$ cat src/rtl/video_timing_ctrl.sv
// -----------------------------------------------------------------------------
// video_timing_ctrl
//
// Frame scheduler and raster timing generator for the pixel pipeline.
// A start command launches the raster at pixel (0,0) on the next clock. The
// block then runs the latched number of frames, or free-runs when that number
// is 0. A stop command is held off until the current frame's last pixel, so
// downstream consumers only ever see whole frames.
//
// The default parameters give VESA 1600x900@60 reduced blanking with a
// 108 MHz pixel clock.
//
// Optional build macro: VTC_FRAME_CNT_EN
//   When it is defined, the frame_cnt and underrun outputs are added.
//   When it is undefined, those ports do not exist and nothing else changes.
//
// Ports:
//   clk          in   pixel clock
//   rst          in   asynchronous reset, active-low
//   start        in   single-cycle start request (ignored while busy)
//   stop         in   single-cycle stop request, honoured at frame end
//   run_frames   in   [15:0] frames to run, latched at start; 0 = free-run
//   busy         out  high while running or while a stop is pending
//   frame_start  out  pulse coincident with pixel (0,0)
//   frame_done   out  pulse coincident with pixel (HTOTAL-1, VTOTAL-1)
//   h_cnt        out  [10:0] horizontal position
//   v_cnt        out  [10:0] vertical position
//   vga_dv_o     out  active-video flag
//   vga_hs_o     out  horizontal sync (active level HS_POL)
//   vga_vs_o     out  vertical sync (active level VS_POL)
//   frame_cnt    out  [15:0] completed frames since last start (macro only)
//   underrun     out  sticky flag: start seen while busy (macro only)
// -----------------------------------------------------------------------------
module video_timing_ctrl #(
  parameter int unsigned HRES   = 1600,
  parameter int unsigned HFP    = 24,
  parameter int unsigned HSYNC  = 80,
  parameter int unsigned HBP    = 96,
  parameter int unsigned VRES   = 900,
  parameter int unsigned VFP    = 1,
  parameter int unsigned VSYNC  = 3,
  parameter int unsigned VBP    = 96,
  parameter bit          HS_POL = 1'b1,
  parameter bit          VS_POL = 1'b1
) (
  input  logic        clk,
  input  logic        rst,
  input  logic        start,
  input  logic        stop,
  input  logic [15:0] run_frames,
  output logic        busy,
  output logic        frame_start,
  output logic        frame_done,
  output logic [10:0] h_cnt,
  output logic [10:0] v_cnt,
  output logic        vga_dv_o,
  output logic        vga_hs_o,
  output logic        vga_vs_o
`ifdef VTC_FRAME_CNT_EN
  ,
  output logic [15:0] frame_cnt,
  output logic        underrun
`endif
);

  // ---------------------------------------------------------------------------
  // Derived timing constants
  // ---------------------------------------------------------------------------
  localparam int unsigned HTOTAL = HRES + HFP + HSYNC + HBP;
  localparam int unsigned VTOTAL = VRES + VFP + VSYNC + VBP;

  // The 11-bit counters can only address totals of up to 2048.
  generate
    if ((HTOTAL > 2048) || (VTOTAL > 2048) || (HTOTAL == 0) || (VTOTAL == 0)) begin : g_bad_totals
      $error("video_timing_ctrl: HTOTAL=%0d / VTOTAL=%0d must be in 1..2048", HTOTAL, VTOTAL);
    end
  endgenerate

  localparam logic [10:0] H_LAST = 11'(HTOTAL - 1);
  localparam logic [10:0] V_LAST = 11'(VTOTAL - 1);

  // Decode bounds are 12 bits wide because HRES (or HRES+HFP+HSYNC) may equal
  // 2048 when the porches are zero, and 11 bits cannot hold that value.
  localparam logic [11:0] H_ACT    = 12'(HRES);
  localparam logic [11:0] H_HS_BEG = 12'(HRES + HFP);
  localparam logic [11:0] H_HS_END = 12'(HRES + HFP + HSYNC);
  localparam logic [11:0] V_ACT    = 12'(VRES);
  localparam logic [11:0] V_VS_BEG = 12'(VRES + VFP);
  localparam logic [11:0] V_VS_END = 12'(VRES + VFP + VSYNC);

  localparam logic [15:0] FCNT_MAX = 16'hFFFF;

  // ---------------------------------------------------------------------------
  // State machine
  // ---------------------------------------------------------------------------
  typedef enum logic [1:0] {
    ST_IDLE      = 2'd0,
    ST_RUN       = 2'd1,
    ST_STOP_PEND = 2'd2
  } state_t;

  state_t      state_reg, state_next;
  logic [10:0] h_reg, h_next;
  logic [10:0] v_reg, v_next;
  logic [15:0] len_reg, len_next;     // run_frames latched at start
  logic [15:0] fcnt_reg, fcnt_next;   // frames completed since start

  logic        busy_reg, frame_start_reg, frame_done_reg;
  logic        dv_reg, hs_reg, vs_reg;

  logic        run_next;
  logic        last_px;
  logic        limit_hit;
  logic        fs_next, fd_next;
  logic        dv_next, hs_next, vs_next;

  // ---------------------------------------------------------------------------
  // Next-state, counter and decode logic
  // ---------------------------------------------------------------------------
  always_comb begin
    state_next = state_reg;
    h_next     = h_reg;
    v_next     = v_reg;
    len_next   = len_reg;
    fcnt_next  = fcnt_reg;

    // The current pixel is the last pixel of a frame. frame_done is high in
    // this cycle, so any end-of-frame decision is made here.
    last_px   = (h_reg == H_LAST) && (v_reg == V_LAST);
    limit_hit = (len_reg != 16'd0) && (fcnt_reg == len_reg);

    unique case (state_reg)
      ST_IDLE: begin
        h_next = 11'd0;
        v_next = 11'd0;
        if (start) begin
          state_next = ST_RUN;
          len_next   = run_frames;
          fcnt_next  = 16'd0;
        end
      end

      ST_RUN, ST_STOP_PEND: begin
        if (h_reg == H_LAST) begin
          h_next = 11'd0;
          v_next = (v_reg == V_LAST) ? 11'd0 : v_reg + 11'd1;
        end else begin
          h_next = h_reg + 11'd1;
        end

        if (last_px) begin
          // A stop that arrives on the last pixel itself ends the frame here,
          // so no extra frame is started.
          if ((state_reg == ST_STOP_PEND) || stop || limit_hit) begin
            state_next = ST_IDLE;
            h_next     = 11'd0;
            v_next     = 11'd0;
          end
        end else if ((state_reg == ST_RUN) && stop) begin
          state_next = ST_STOP_PEND;
        end
      end

      default: begin
        state_next = ST_IDLE;
        h_next     = 11'd0;
        v_next     = 11'd0;
      end
    endcase

    // Decode from the next counter values, so that the registered flags line
    // up with h_cnt/v_cnt in the same cycle.
    run_next = (state_next != ST_IDLE);
    fs_next  = run_next && (h_next == 11'd0) && (v_next == 11'd0);
    fd_next  = run_next && (h_next == H_LAST) && (v_next == V_LAST);

    // The frame counter advances together with the frame_done pulse. It is
    // therefore already up to date on the last pixel, where limit_hit is
    // evaluated. It saturates so that free-run cannot wrap.
    if (fd_next && (fcnt_next != FCNT_MAX)) begin
      fcnt_next = fcnt_next + 16'd1;
    end

    dv_next = run_next
              && ({1'b0, h_next} < H_ACT)
              && ({1'b0, v_next} < V_ACT);
    hs_next = (run_next && ({1'b0, h_next} >= H_HS_BEG) && ({1'b0, h_next} < H_HS_END))
              ? HS_POL : ~HS_POL;
    vs_next = (run_next && ({1'b0, v_next} >= V_VS_BEG) && ({1'b0, v_next} < V_VS_END))
              ? VS_POL : ~VS_POL;
  end

  // ---------------------------------------------------------------------------
  // State register
  // ---------------------------------------------------------------------------
  always_ff @(posedge clk or negedge rst) begin
    if (!rst) begin
      state_reg <= ST_IDLE;
    end else begin
      state_reg <= state_next;
    end
  end

  // ---------------------------------------------------------------------------
  // Datapath and output registers
  // ---------------------------------------------------------------------------
  always_ff @(posedge clk or negedge rst) begin
    if (!rst) begin
      h_reg           <= 11'd0;
      v_reg           <= 11'd0;
      len_reg         <= 16'd0;
      fcnt_reg        <= 16'd0;
      busy_reg        <= 1'b0;
      frame_start_reg <= 1'b0;
      frame_done_reg  <= 1'b0;
      dv_reg          <= 1'b0;
      hs_reg          <= ~HS_POL;
      vs_reg          <= ~VS_POL;
    end else begin
      h_reg           <= h_next;
      v_reg           <= v_next;
      len_reg         <= len_next;
      fcnt_reg        <= fcnt_next;
      busy_reg        <= run_next;
      frame_start_reg <= fs_next;
      frame_done_reg  <= fd_next;
      dv_reg          <= dv_next;
      hs_reg          <= hs_next;
      vs_reg          <= vs_next;
    end
  end

  assign busy        = busy_reg;
  assign frame_start = frame_start_reg;
  assign frame_done  = frame_done_reg;
  assign h_cnt       = h_reg;
  assign v_cnt       = v_reg;
  assign vga_dv_o    = dv_reg;
  assign vga_hs_o    = hs_reg;
  assign vga_vs_o    = vs_reg;

`ifdef VTC_FRAME_CNT_EN
  // ---------------------------------------------------------------------------
  // Frame count and underrun observation
  // ---------------------------------------------------------------------------
  logic underrun_reg;

  // The flag is only updated when start is seen. A start while busy sets it.
  // A start that is accepted in IDLE clears it.
  always_ff @(posedge clk or negedge rst) begin
    if (!rst) begin
      underrun_reg <= 1'b0;
    end else if (start) begin
      underrun_reg <= (state_reg != ST_IDLE);
    end
  end

  assign frame_cnt = fcnt_reg;
  assign underrun  = underrun_reg;
`endif

endmodule

$ cat config.mk
export PLATFORM = sky130hd
export DESIGN_NAME = video_timing_ctrl
export DESIGN_NICKNAME = d
export VERILOG_FILES = /design/src/rtl/video_timing_ctrl.sv
export SDC_FILE = /design/constraint.sdc
export NUM_CORES = 1
export LEC_CHECK = 0
export CAP_MARGIN = 20
export CORE_MARGIN = 4
export CORE_UTILIZATION = 50
export DETAILED_ROUTE_END_ITERATION = 16
export PLACE_DENSITY = 0.81
export SLEW_MARGIN = 30
export SYNTH_ARGS = -nofsm -noshare
export SYNTH_HDL_FRONTEND = slang
export SYNTH_SLANG_ARGS = --single-unit
$ cat constraint.sdc
create_clock -name clk -period 3.4 [get_ports clk]
set_clock_uncertainty 0.2 [all_clocks]
set_input_delay 1.02 -clock clk [delete_from_list [all_inputs] [get_ports clk]]
set_output_delay 1.02 -clock clk [all_outputs]
set_load 0.02 [all_outputs]
; ---- After elaboration in Yosys (flattened, before gate mapping)
; Cells that the tools add are included.
[totals]
reg_bits = 62
wordCells = 70
[op_classes]
n_reduce_logical = 23
order_cmp = 6
add_sub_neg = 3
muxes = 19
n_eq_ne = 8
[op_table]
columns = op, count
row1 = $mux W11, 9
row2 = $mux W16, 3
row3 = $add A11 B1 Y11 const B, 2
row4 = $eq A11 B10 Y1 const B, 2
row5 = $eq A11 B11 Y1 const B, 2
row6 = $logic_not A11 Y1, 2
row7 = $lt A11 B10 Y1 const B, 2
row8 = $lt A11 B11 Y1 const B, 2
row9 = $add A16 B1 Y16 const B, 1
row10 = $eq A16 B16 Y1, 1
row11 = $ne A16 B16 Y1 const B, 1
row12 = $reduce_bool A16 Y1, 1
row13 = $logic_and A1 B1 Y1, 14
row14 = $ge A11 B10 Y1 const B, 1
row15 = $ge A11 B11 Y1 const B, 1
row16 = $mux W2, 4
row17 = $pmux W2 S2, 1
row18 = $eq A2 B1 Y1 const B, 1
row19 = $eq A2 B2 Y1 const B, 1
row20 = $logic_not A2 Y1, 1
row21 = $logic_or A1 B1 Y1, 2
row22 = $mux W1, 2
row23 = $reduce_and A2 Y1, 1
row24 = $reduce_bool A2 Y1, 1
row25 = $reduce_or A2 Y1, 1

; ---- Logic depth before layout (Yosys ltp)
; Gate-level depths: netlist of the first run.
[depth]
word_depth = 11
ltp_mapped = 14
mapped_depth_nobuf = 12

; ---- Worst setup path before layout of the first run
; OpenSTA, ideal clock, no wires.
[synth_path]
path_kind = register -> register
start = reg h_reg[0] (netlist: h_cnt[0])
end = reg fcnt_reg[11]
path_stages_with_launch = 11
slack_ns = -0.090
required_time_ns = 3.134
synth_period_minus_slack_ns = 3.490
n_path_buf = 1
setup_ns = 0.066
t_arrival_ns = 3.224
path_cell_list = dfrtp_1 > ha_1 > and4bb_4 > and4_4 > a211o_1 > a211o_1 > or4b_4 > or3_4 > buf_6 > or4_1 > nand2_1
[synth_between]
elab_chain_cells = 10
elab_cells_between_ends = 20
cone_classes = add/sub: 1 / eq/ne: 3 / mux: 11 / reduce/logical: 5
[synth_lines]
columns = item, line_no
row1 = start: declaration, 103  ; logic [10:0] h_reg, h_next;
row2 = start signal: assignment, 220  ; h_reg <= h_next;
row3 = $add A11 B1 Y11 / $eq A11 B11 Y1 (equally long branches), "148, 129, 144"
row4 = $mux W11, 144  ; if (h_reg == H_LAST) begin
row5 = $mux W11, 154  ; if ((state_reg == ST_STOP_PEND) || stop || limit_hit) begin
row6 = $mux W11, 151  ; if (last_px) begin
row7 = $mux W11, 132  ; unique case (state_reg)
row8 = $eq A11 B11 Y1, 175  ; fd_next = run_next && (h_next == H_LAST) && (v_next == V_LAST);
row9 = $logic_and A1 B1 Y1, 175
row10 = $logic_and A1 B1 Y1 (*), 175
row11 = $logic_and A1 B1 Y1 (*), 180  ; if (fd_next && (fcnt_next != FCNT_MAX)) begin
row12 = $mux W16 (*), 180
row13 = via fcnt_next[11], 106  ; logic [15:0] fcnt_reg, fcnt_next;
row14 = end signal: assignment, 223  ; fcnt_reg <= fcnt_next;
row15 = end: declaration, 106
; Mark *: on every way through the listed nets, which the timed path passes. The rest lies on a longest branch.
; A chain may end at the register's enable or synchronous reset.

; ---- Worst setup path in the final report of the first run
[layout_path]
start = reg h_reg[0] (netlist: h_cnt[0])
end = reg fcnt_reg[10]
; Same word-level chain as after synthesis.

==> results of run 1 <==
worst max-delay path by stage:
stage | start | to | slack [ps] | depth (start not counted)
after floorplan | h_cnt[0] | fcnt_reg[11] | 30 | 10
after global placement | start | fcnt_reg[9] | -180 | 12
after detailed placement | start | fcnt_reg[10] | -290 | 12
after CTS | h_cnt[0] | fcnt_reg[10] | -4 | 10
after global routing | h_cnt[6] | fcnt_reg[10] | -60 | 10
final | h_cnt[0] | fcnt_reg[10] | 30 | 10
logic make-up (layout without fill, tap and decap cells):
| family | after synthesis | count (layout) |
|---|---|---|
| AND/OR/NAND/NOR | 212 | 212 |
| AO/OA/AOI/OAI | 54 | 54 |
| XOR/XNOR | 35 | 35 |
| adder cells (fa/ha/maj) | 7 | 7 |
| flip-flops | 62 | 62 |
| buffers and inverters | 21 | 118 |
| multiplexers | 2 | 2 |
critical path: stages (launching register included):
cell and delay, ps:
dfrtp_2 430, ha_4 160, and4bb_4 210, and4_4 180, a211o_1 290, a211o_1 260
or4b_4 500, or3_4 420, buf_6 150, or3_1 360, a21oi_2 130
area by class of cell:
class | instances | area share
clock buffer | 10 | 0.0294
multi-input combinational | 310 | 0.410
tap | 96 | 0.0256
clock inverter | 6 | 0.0182
inverter | 7 | 0.00561
timing repair buffer | 95 | 0.179
sequential | 62 | 0.332
metal layers:
metal / GRT usage / vias up / wire (um)
li1: - / 1579 / -
met1: 0.321 / 1657 / 4060
met2: 0.348 / 161 / 4390
met3: 0.0492 / 22 / 736
met4: 0.0990 / 0 / 209
met5: 0 / - / 0
per-stage QoR:
| step | area [um2] | utilization |
|---|---|---|
| after global routing | 4690 | 0.686 |
| after CTS | 4640 | 0.680 |
| final | 4690 | 0.686 |
| after floorplan | 3540 | - |
| after global placement | 4400 | 0.644 |
| after detailed placement | 4400 | 0.644 |
cells in the mapped netlist, types with 3 or more instances:
library cell,n,area [um2]
a21oi_1,15,75.1
and3_1,9,56.3
nor3_1,8,40.0
nand2b_1,3,18.8
a31oi_1,4,25.0
clkbuf_1,12,45.0
and2_1,8,50.1
o211ai_1,4,30.0
dfrtp_1,62,1550
inv_1,7,26.3
nand2_1,77,289
xnor2_1,27,236
or4_1,4,30.0
ha_1,7,87.6
o21ai_0,13,65.1
nor4_1,8,50.1
nor2b_1,3,18.8
or3_1,12,75.1
nand4_1,12,75.1
nor2_1,28,105
a211o_1,3,26.3
xor2_1,8,70.1
nand3_1,20,100
o31ai_1,4,30.0
cells in the final DEF (no fill, tap or decap), drive strengths merged, types with 8 or more instances in the layout:
cell           Yosys  final
o21ai             15     15
nand4             13     13
clkbuf            12     10
xnor2             27     27
and3               9      9
buf                2     49
dfrtp             62     62
nand3             20     20
nor4               9      9
nand2             77     77
a21oi             15     15
nor2              28     28
or3               13     13
xor2               8      8
clkdlybuf4s50      0     46
nor3              10     10
and2               8      8
power by group through the flow:
stage                     Clock [mW]  Combinational (mW)  Sequential (mW)
after floorplan                    0               0.481             1.03
after global placement             0               0.840            0.998
after detailed placement           0               0.874             1.00
after CTS                      0.733               0.892            0.995
after global routing           0.765               0.985             1.01
final                          0.727               0.898             1.00
timing repair:
item	in CTS	in global routing
setup endpoints to repair	7	11
resized for setup	1	6
cloned	1	0
setup buffers	2	3
pin swaps	8	9
==> impl_metrics.toml, run 1 <==
[status]
status = "complete, no violations"

[critical_path]
rrSetupSlack_ps = 30
critPathMaxFanout = 7
worst_setup_path_start_kind = "register"
endpoint_kind = "register"
critPathKind = "reg -> reg"
rr_startpoint = "h_cnt[0]"
crit_required_ps = 3470
r2r-end = "fcnt_reg[10]"
rr_worst_depth = 10
crit_arrival_ps = 3440

[yosys]
synth-seq-cells = 62
synth.mux.area_fraction = 0.00567
synth_edf_count = 0
synth_top_family_by_area = "simple AND/OR/NAND/NOR gates"
synthDistinctLibCells = 51
ys.warnings.count = 0
synth_compound_area_frac = 0.0993
ys_seq_area_frac = 0.440
syn_area_um2 = 3530
synth_cells = 393
synth_area_per_cell_um2 = 8.98
synthAdderAreaFrac = 0.0248
yosys.area_share.xor_xnor = 0.0868
synth-async-reset-ratio = 1.00
syn_nets = 420
synth-simple-area-share = 0.319
synth-main-ff-cell = "dfrtp_1"

[place]
dp_hpwl_um = 6830
io_buffers = 47
place_ws_ps = -290
dp.cells = 564
place.gp.congestion = 0.902

[cts]
path_clk_slew_ps = 70
cts_tree = "yes"
cts.sinks = 62
cts_buffers = 9
htree_levels = 3
root_buffer = "clkbuf_8"
cts_max_path_buffers = 2
clk_latency_ps = 340
cts_hold_buf = 0

[layout]
nets = 512
layout-drive-gt1-share = 0.173
layout.cells.non_filler = 586
fill_cells = 533
seqCellArea_um2 = 1560
multiInputGateArea_um2 = 1920
antennaDiodeCount = 0
syn_to_final_growth_pct = 32.8

[grt]
grt_max_degree = 34
grt_pass1_wl_um = 15700
antenna_found_initial = 0
first_global_vias = 3237
grt_usage = 0.231
grt.overflow.total = 0

[timing]
fin_tns_setup_ps = 0
hold-worst-slack_ps = 333
fin_crit_ps = 3370
worst_slack_ps = 27.3
setup_viol = 0
maxSlewHeadroom = 0.537
max_freq_mhz = 296
rsz0062_at_grt = "yes"
worstMarginPinSlew_ps = 694
finalMaxSlewViolations = 0
hold_viol_final = 0
period_share = 0.992

[floorplanning]
dieArea_um2 = 8470
boundaryPins = 48
rows = 30
die_height_um = 92.0
die_x_um = 92.0
initial_core_util = 0.517
coreArea_um2 = 6830

[power_and_ir_drop]
power_mw = 2.63
p_comb_frac = 0.342
p_int_mw = 1.70
sw_frac_of_total = 0.354
cellLeakagePower_nw = 1.96
power_switching_mw = 0.929
irDropWorstVdd_uv = 392
pwr-share-seq = 0.381
pwr-share-clk = 0.277
cellPowerDensity_nw_per_um2 = 560

[hold_path]
hold_depth = 2
min_to = "len_reg[0]"
hold_class = "reg -> reg"
min_from = "len_reg[0]"

[run]
max_cap_violations = 0

[drt]
wl_um = 9390
wl_per_cell_um = 16.0
via_per_inst = 5.83
drtAntennaViolNets = 0
vias = 3419
drc_errors = 0
drt_iter0_drc = 221
drt-pass1-iter-count = 5
No activity file was read; power rests on OpenSTA's default activity.
==> run 2, diff against run 1 <==
--- a/config.mk
+++ b/config.mk
@@ -5,11 +5,12 @@
 export SDC_FILE = /design/constraint.sdc
 export NUM_CORES = 1
 export LEC_CHECK = 0
+export ABC_AREA = 1
 export CAP_MARGIN = 20
 export CORE_MARGIN = 4
 export CORE_UTILIZATION = 50
 export DETAILED_ROUTE_END_ITERATION = 16
-export PLACE_DENSITY = 0.81
+export PLACE_DENSITY = 0.79
 export SLEW_MARGIN = 30
 export SYNTH_ARGS = -nofsm -noshare
 export SYNTH_HDL_FRONTEND = slang
==> run 2 against run 1 <==
Cell count increased by 30%. Wire length increased by 10%. Critical path type is now in -> reg. Clock power about the same. Via count increased by 14%. Highest routed layer unchanged. Worst setup slack improved by 180 ps. Area after synthesis increased by 15%.
==> impl_metrics.toml, run 2 <==
[status]
status = "complete, no violations"

[yosys]
synth-seq-cells = 62
synth_top_area_frac = 0.381
synth-main-ff-cell = "dfrtp_1"
synth_top_area_cell = "dfrtp_1"
synth_area_leaders = "dfrtp_1, nand2_1, inv_1, nor2_1, nand3_1"
synth_commonest_cells = "nand2_1, inv_1, nor2_1"
synthDistinctLibCells = 37
syn_area_um2 = 4070
synth-async-reset-ratio = 1.00
synth_edf_count = 0
syn_nets = 618
synth_cells = 591
ys_seq_area_frac = 0.381
synth_area_per_cell_um2 = 6.89
ys.warnings.count = 0
yosysMostFrequentCell = "nand2_1"

[timing]
rsz0062_at_grt = "no"
hold-worst-slack_ps = 332
hold_viol_final = 0
finalMaxSlewViolations = 0
setup_viol = 0
maxSlewHeadroom = 0.453
fin_crit_ps = 3200
max_freq_mhz = 313
period_share = 0.940
worstMarginPinSlew_ps = 820

[cts]
cts.sinks = 62
root_buffer = "clkbuf_8"
cts_resized = 0
cts_buffers = 9
cts_max_path_buffers = 2
clk_latency_ps = 350
htree_levels = 3
path_clk_slew_ps = 70
cts_hold_buf = 0
cts_tree = "yes"
postCtsSetupBuffers = 0

[drt]
wl_per_cell_um = 13.6
via_per_inst = 5.13
drt-pass1-iter-count = 7
vias = 3913
drc_errors = 0
wl_um = 10300
drtAntennaViolNets = 0
drt_iter0_drc = 157

[layout]
layout_commonest_cell = "nand2_1"
seqCellArea_um2 = 1550
syn_to_final_growth_pct = 21.9
postLayoutCellArea_um2 = 4960
final_cell_mix = "nand2_1, inv_1, nor2_1"
layout-drive-gt1-share = 0.109
multiInputGateArea_um2 = 2140
nets = 683
fill_cells = 720
antennaDiodeCount = 0

[critical_path]
crit_path_max_incr_delay_ps = 520
path_cells = "clkdlybuf4s50_1, nand2_2, inv_1, buf_4, nor2_1, inv_1, nor2_1, and3_1, nand3_1, nand4_2, nand2_1, nand2_1"
endpoint_kind = "register"
worst_setup_path_start_kind = "input pin"
critPathKind = "in -> reg"
crit_family = "simple AND/OR/NAND/NOR gates"
path_buf_inv = 4
crit_required_ps = 3430
cp_slowest_cell = "clkdlybuf4s50_1"
critPathMaxFanout = 16
crit_arrival_ps = 3230

[floorplanning]
dieArea_um2 = 9650
die_x_um = 98.2
die_height_um = 98.2
initial_core_util = 0.521
coreArea_um2 = 7810
boundaryPins = 48
rows = 32

[power_and_ir_drop]
cellPowerDensity_nw_per_um2 = 520
cellLeakagePower_nw = 2.52
irDropWorstVdd_uv = 265

[grt]
first_global_vias = 3916
grt.overflow.total = 0
grt_usage = 0.225
grt_max_degree = 34
antenna_found_initial = 0
grt_pass1_wl_um = 17600

[place]
place.gp.congestion = 0.914
place_area_um2 = 4750
dp_hpwl_um = 7920
io_buffers = 47

[hold_path]
hold_class = "reg -> reg"

[run]
max_cap_violations = 0
[run 2: per-stage QoR]
step	utilization	power, mW	setup TNS, ps	worst slack [ps]	std cells
floorplan	-	1.55	0	403	591
global placement	0.608	1.83	-5.48	-3.58	747
detailed placement	0.608	1.86	-1320	-100	747
CTS	0.636	2.60	0	242	763
global route	0.636	2.75	0	44.5	763
finish	0.636	2.58	0	205	763
[run 2: cell families after synthesis]
kind of cell,after synthesis,share of synthesized area
adder cells (fa/ha/maj),7,0.0215
buffers and inverters,98,0.0937
AND/OR/NAND/NOR,366,0.404
XOR/XNOR,24,0.0516
flip-flops,62,0.381
AO/OA/AOI/OAI,34,0.0476
[run 2: area by class of cell]
cell class,count,share of cell area
multi-input cells,431,0.431
flip-flops and latches,62,0.313
repair buffers,61,0.117
inverters,91,0.0698
clock buffers,12,0.0292
well taps,102,0.0257
clock inverters,4,0.0141
[run 2: metal layers]
metal  part of all wire  track usage  vias up  wire, um
li1                   -            -     1962         -
met1               0.42        0.265     1795      4340
met2               0.50        0.399      132      5170
met3              0.053       0.0429       24       543
met4              0.028       0.0945        0       288
met5                  0            0        -         0
[run 2: worst paths after layout]
kind | start | endpoint | slack (ps) | cells past startpoint
max in group asynchronous | rst | state_reg[1] | 1790 | 2
min in group asynchronous | rst | v_cnt[2] | 570 | 1
setup reg to reg | h_cnt[0] | fcnt_reg[14] | 470 | 13
hold / removal | len_reg[8] | len_reg[8] | 330 | 2
hold reg to reg | len_reg[8] | len_reg[8] | 330 | 2
setup / recovery | start | fcnt_reg[14] | 200 | 12
[run 2: worst register-to-register path, stage by stage (launching register included)]
cell      delay [ps]
dfrtp_1          430
ha_1             260
nand2_2          120
clkinv_4         100
nand3_4           90
nor2_8            60
nor2_1           220
inv_2            100
nor3_1           290
nand2_1          110
nor2_2           140
nand4_2          420
nand2_1          200
nand2_1           70
[run 2: where the power goes]
part	switching [mW]	internal [mW]	leakage [nW]
clock network	0.297	0.431	0.110
logic	0.545	0.316	1.58
registers	0.122	0.871	0.830
total	0.963	1.62	2.52
